<file path="src/rtl/serial_subtractor.sv">
// Bit-serial ripple-borrow subtractor: diff = a - b - bin, one bit per clock, LSB first.
// Latency: WIDTH cycles from the accepted start edge to done; one operation per WIDTH+2 cycles.
// Backpressure: none; start is only sampled in IDLE, so requests made while busy or in DONE are dropped.
module serial_subtractor #(
   parameter int WIDTH = 4
) (
   input  logic             clk,
   input  logic             rst_n,
   input  logic             start,
   input  logic [WIDTH-1:0] a,
   input  logic [WIDTH-1:0] b,
   input  logic             bin,
   output logic             busy,
   output logic             done,
   output logic [WIDTH-1:0] diff,
   output logic             bout,
   output logic             v
);

   localparam int CW = (WIDTH > 2) ? $clog2(WIDTH) : 1;
   localparam logic [CW-1:0] LAST = CW'(WIDTH - 1);

   typedef enum logic [1:0] {
      IDLE  = 2'd0,
      SHIFT = 2'd1,
      DONE  = 2'd2
   } state_t;

   state_t           state;
   logic [WIDTH-1:0] a_sh;
   logic [WIDTH-1:0] b_sh;
   logic             borrow;
   logic [CW-1:0]    cnt;
   logic             a_msb;
   logic             b_msb;

   logic             x;
   logic             y;
   logic             d_bit;
   logic             borrow_nxt;

   // Full-subtractor cell on the current LSB pair.
   always_comb begin
      x          = a_sh[0];
      y          = b_sh[0];
      d_bit      = x ^ y ^ borrow;
      borrow_nxt = (~x & y) | (~x & borrow) | (y & borrow);
   end

   always_ff @(posedge clk) begin
      if (!rst_n) begin
         state  <= IDLE;
         a_sh   <= '0;
         b_sh   <= '0;
         borrow <= 1'b0;
         cnt    <= '0;
         a_msb  <= 1'b0;
         b_msb  <= 1'b0;
         busy   <= 1'b0;
         done   <= 1'b0;
         diff   <= '0;
         bout   <= 1'b0;
         v      <= 1'b0;
      end else begin
         done <= 1'b0;
         case (state)
            IDLE: begin
               if (start) begin
                  a_sh   <= a;
                  b_sh   <= b;
                  borrow <= bin;
                  cnt    <= '0;
                  a_msb  <= a[WIDTH-1];
                  b_msb  <= b[WIDTH-1];
                  busy   <= 1'b1;
                  state  <= SHIFT;
               end
            end
            SHIFT: begin
               diff   <= {d_bit, diff[WIDTH-1:1]};
               a_sh   <= a_sh >> 1;
               b_sh   <= b_sh >> 1;
               borrow <= borrow_nxt;
               cnt    <= cnt + 1'b1;
               if (cnt == LAST) begin
                  // d_bit is the result MSB on this final bit-cycle.
                  bout  <= borrow_nxt;
                  v     <= (a_msb != b_msb) & (d_bit != a_msb);
                  busy  <= 1'b0;
                  done  <= 1'b1;
                  state <= DONE;
               end
            end
            DONE: begin
               state <= IDLE;
            end
            default: begin
               state <= IDLE;
               busy  <= 1'b0;
            end
         endcase
      end
   end

endmodule
</file>
<file path="config.mk">
export PLATFORM = sky130hd
export DESIGN_NAME = serial_subtractor
export DESIGN_NICKNAME = d
export VERILOG_FILES = /design/src/rtl/serial_subtractor.sv
export SDC_FILE = /design/constraint.sdc
export NUM_CORES = 1
export LEC_CHECK = 0
export BUFFER_PORTS_ARGS = -buffer_cell sky130_fd_sc_hd__buf_4
export CAP_MARGIN = 25
export CORE_ASPECT_RATIO = 1.2
export CORE_MARGIN = 8
export CORE_UTILIZATION = 50
export DETAILED_ROUTE_END_ITERATION = 8
export PLACE_DENSITY = 0.79
export SLEW_MARGIN = 10
export SYNTH_ARGS = -nofsm -noshare
export SYNTH_HDL_FRONTEND = slang
export SYNTH_SLANG_ARGS = --single-unit
</file>
<file path="constraint.sdc">
create_clock -name clk -period 4.2 [get_ports clk]
set_clock_uncertainty 0.1 [all_clocks]
set_input_delay 0.84 -clock clk [delete_from_list [all_inputs] [get_ports clk]]
set_output_delay 0.84 -clock clk [all_outputs]
set_load 0.1 [all_outputs]
</file>
==> impl_metrics.env <==
export IMPL_status="finished, final reports clean"
export IMPL_crit_path_top_delay_cell="dfxtp_1"
export IMPL_period_share_pct=46.1
export IMPL_fmax_mhz=517
export IMPL_slew_viol_final=0
export IMPL_internal_power_w=0.000302
export IMPL_antenna_found_initial=0
export IMPL_synth_top_area_cell="dfxtp_1"
export IMPL_cts_hold_buf=0
export IMPL_async_flop_share_pct=0
export IMPL_clkPwrFrac_pct=24.2
export IMPL_cts_resized=0
export IMPL_via_per_inst=5.36
export IMPL_postSynthAreaPerCell_um2=10.5
export IMPL_critPathMaxFanout=3
export IMPL_min_period_ps=1940
export IMPL_drcViolationCount=0
export IMPL_synth_area_top_cells="dfxtp_1, mux2i_1, o211a_1"
export IMPL_finalNetCount=130
export IMPL_syn_area_mm2=0.00101
export IMPL_tightest_slew_ps=653
export IMPL_core_rowCount=18
export IMPL_slew_headroom_pct=56.4
export IMPL_vias=723
export IMPL_critPathMaxStageDelay_ps=380
export IMPL_grt_max_degree=24
export IMPL_path_cells="buf_4"
export IMPL_areaGrowthSynthToFinish_pct=15.2
export IMPL_worst_skew_pair_late_latency_ps=320
export IMPL_first_global_vias=752
export IMPL_place_congestion=0.808
export IMPL_yosysSeqAreaShare_pct=45.4
export IMPL_crit_type="reg -> out"
export IMPL_endpoint_kind="output pin"
export IMPL_synth_cells=97
export IMPL_ys_types=26
export IMPL_synth_edff_count=0
export IMPL_rsz0062_at_grt="no"
export IMPL_tns_ps=0
export IMPL_crit_buf_inv=1
export IMPL_ys_ff_latch=23
export IMPL_leakagePower_nw=0.568
export IMPL_post_cts_setup_buffers=0
export IMPL_port_buffers=19
export IMPL_dieHeight_um=65.4
export IMPL_dr_pass1_iters=4
export IMPL_htree_levels=1
export IMPL_drt_iter0_drc=8
export IMPL_cp_top_family="flip-flops"
export IMPL_grt_overflow_total=0
export IMPL_ios=20
export IMPL_clockBufferDepth=2
export IMPL_wire_per_inst_um=13.7
export IMPL_cts_tree="yes"
export IMPL_synth_fp_nets=111
export IMPL_ant_nets=0
export IMPL_synthFlopType="dfxtp_1"
export IMPL_cts_buffers=3
export IMPL_cts_clk_slew_worst_paths_ps=120
export IMPL_initial_utilization_pct=51.2
export IMPL_drive_gt1_share_pct=23.5
export IMPL_yosysMostFrequentCell="dfxtp_1"
export IMPL_cts_root_buffer="clkbuf_4"
export IMPL_power_w=0.000425
export IMPL_switching_share_pct=29.1
export IMPL_powerDensity_mw_per_mm2=364
export IMPL_hpwl_um=1380
export IMPL_synth_top_area_share_pct=45.4
export IMPL_cp_start_kind="flop"
export IMPL_setup_viol=0
export IMPL_synth_common_cells="dfxtp_1, nand2_1, mux2i_1"
export IMPL_grt_pass1_wl_um=3170
export IMPL_grt_use_total_pct=10.6
export IMPL_cp_required_ps=3260
export IMPL_core_area_mm2=0.00198
export IMPL_totalWireLength_um=1840
export IMPL_comb_power_share_pct=18.7
export IMPL_power_switching_w=0.000124
export IMPL_clock_sinks=23
export IMPL_n_antenna_cell=0
export IMPL_hold_path_class="reg -> reg"
export IMPL_hold_viol_final=0
export IMPL_die_area_mm2=0.00373
export IMPL_die_w_um=57.1
export IMPL_crit_arrival_ps=1000
export IMPL_yosysWarnings=0
export IMPL_ir_worst_vdd_uv=255
export IMPL_pwr_share_seq_pct=57.1
export IMPL_maxCapViolCount=0
## worst min-delay path, delay by kind of cell (launching register included)
family	cells	cell delay (ps)
DFF	1	340
and+or+nand+nor	1	50
AOI/OAI and AO/OA	1	70
## stage by stage
step	std cells	worst slack, ps	hold WS [ps]	area (µm²)	utilization [%]
floorplan	97	2320	343	1010	-
global placement	131	2450	363	1140	57.6
detailed placement	131	2450	377	1140	57.6
CTS	135	2240	403	1170	59.0
global route	135	2200	431	1170	59.0
finish	135	2260	402	1170	59.0
## power by group through the flow
stage	Combinational [W]	Clock (W)	Sequential, W
2_1_floorplan	0.0000487	0	0.000261
3_3_place_gp	0.0000784	0	0.000247
3_5_place_dp	0.0000803	0	0.000248
4_1_cts	0.0000808	0.000108	0.000243
5_1_grt	0.0000873	0.000115	0.000245
6_report	0.0000794	0.000103	0.000243
## cells in the final DEF, fill, tap and decap left out, types with 2 or more instances in the layout
cell type / Yosys / layout
dfxtp_1: 23 / 23
buf_4: 0 / 19
nand2_1: 14 / 14
mux2i_1: 12 / 12
o211a_1: 7 / 7
nor2b_1: 7 / 7
a21boi_0: 4 / 4
nand2b_1: 3 / 3
o21ai_0: 3 / 3
and3_1: 3 / 3
clkbuf_4: 0 / 3
inv_1: 2 / 2
## final cells by class
class / count / area [µm²]
Timing Repair Buffer: 19 / 143
Clock inverter: 1 / 5.00
Fill cell: 185 / 813
Multi-Input combinational cell: 67 / 505
Sequential cell: 23 / 460
Inverter: 2 / 7.51
Tap cell: 20 / 25.0
Clock buffer: 3 / 22.5
## path summary, 6_finish.rpt
check | startpoint | end | slack (ps) | cells after the start
max | diff[3]$_SDFFE_PN0P_ | diff[3] | 2260 | 1
min | a_sh[3]$_SDFFE_PN0P_ | a_sh[3]$_SDFFE_PN0P_ | 400 | 2
max reg2reg | state[0]$_SDFFE_PN0P_ | diff[0]$_SDFFE_PN0P_ | 2470 | 3
min reg2reg | a_sh[3]$_SDFFE_PN0P_ | a_sh[3]$_SDFFE_PN0P_ | 400 | 2
## routing by layer
metal  vias up  wire, µm  track usage, %
met3         5        83            3.66
met1       331       802            12.1
li1        372         -               -
met2        15       910            16.8
met5         -         0               0
met4         0        46            6.18
## cell families after synthesis
kind of cell,share of synthesized area [%]
AO/OA/AOI/OAI,16.6
adder cells (fa/ha/maj),3.21
buffers and inverters,4.81
flip-flops,45.4
multiplexers,11.8
AND/OR/NAND/NOR,18.1
## state kept, by name, indices dropped and copies added, names as in the netlist, 2 cells and up
register / cells
cnt: 2
a_sh: 4
b_sh: 4
diff: 4
state: 2
Power figures use the tool's default switching activity.
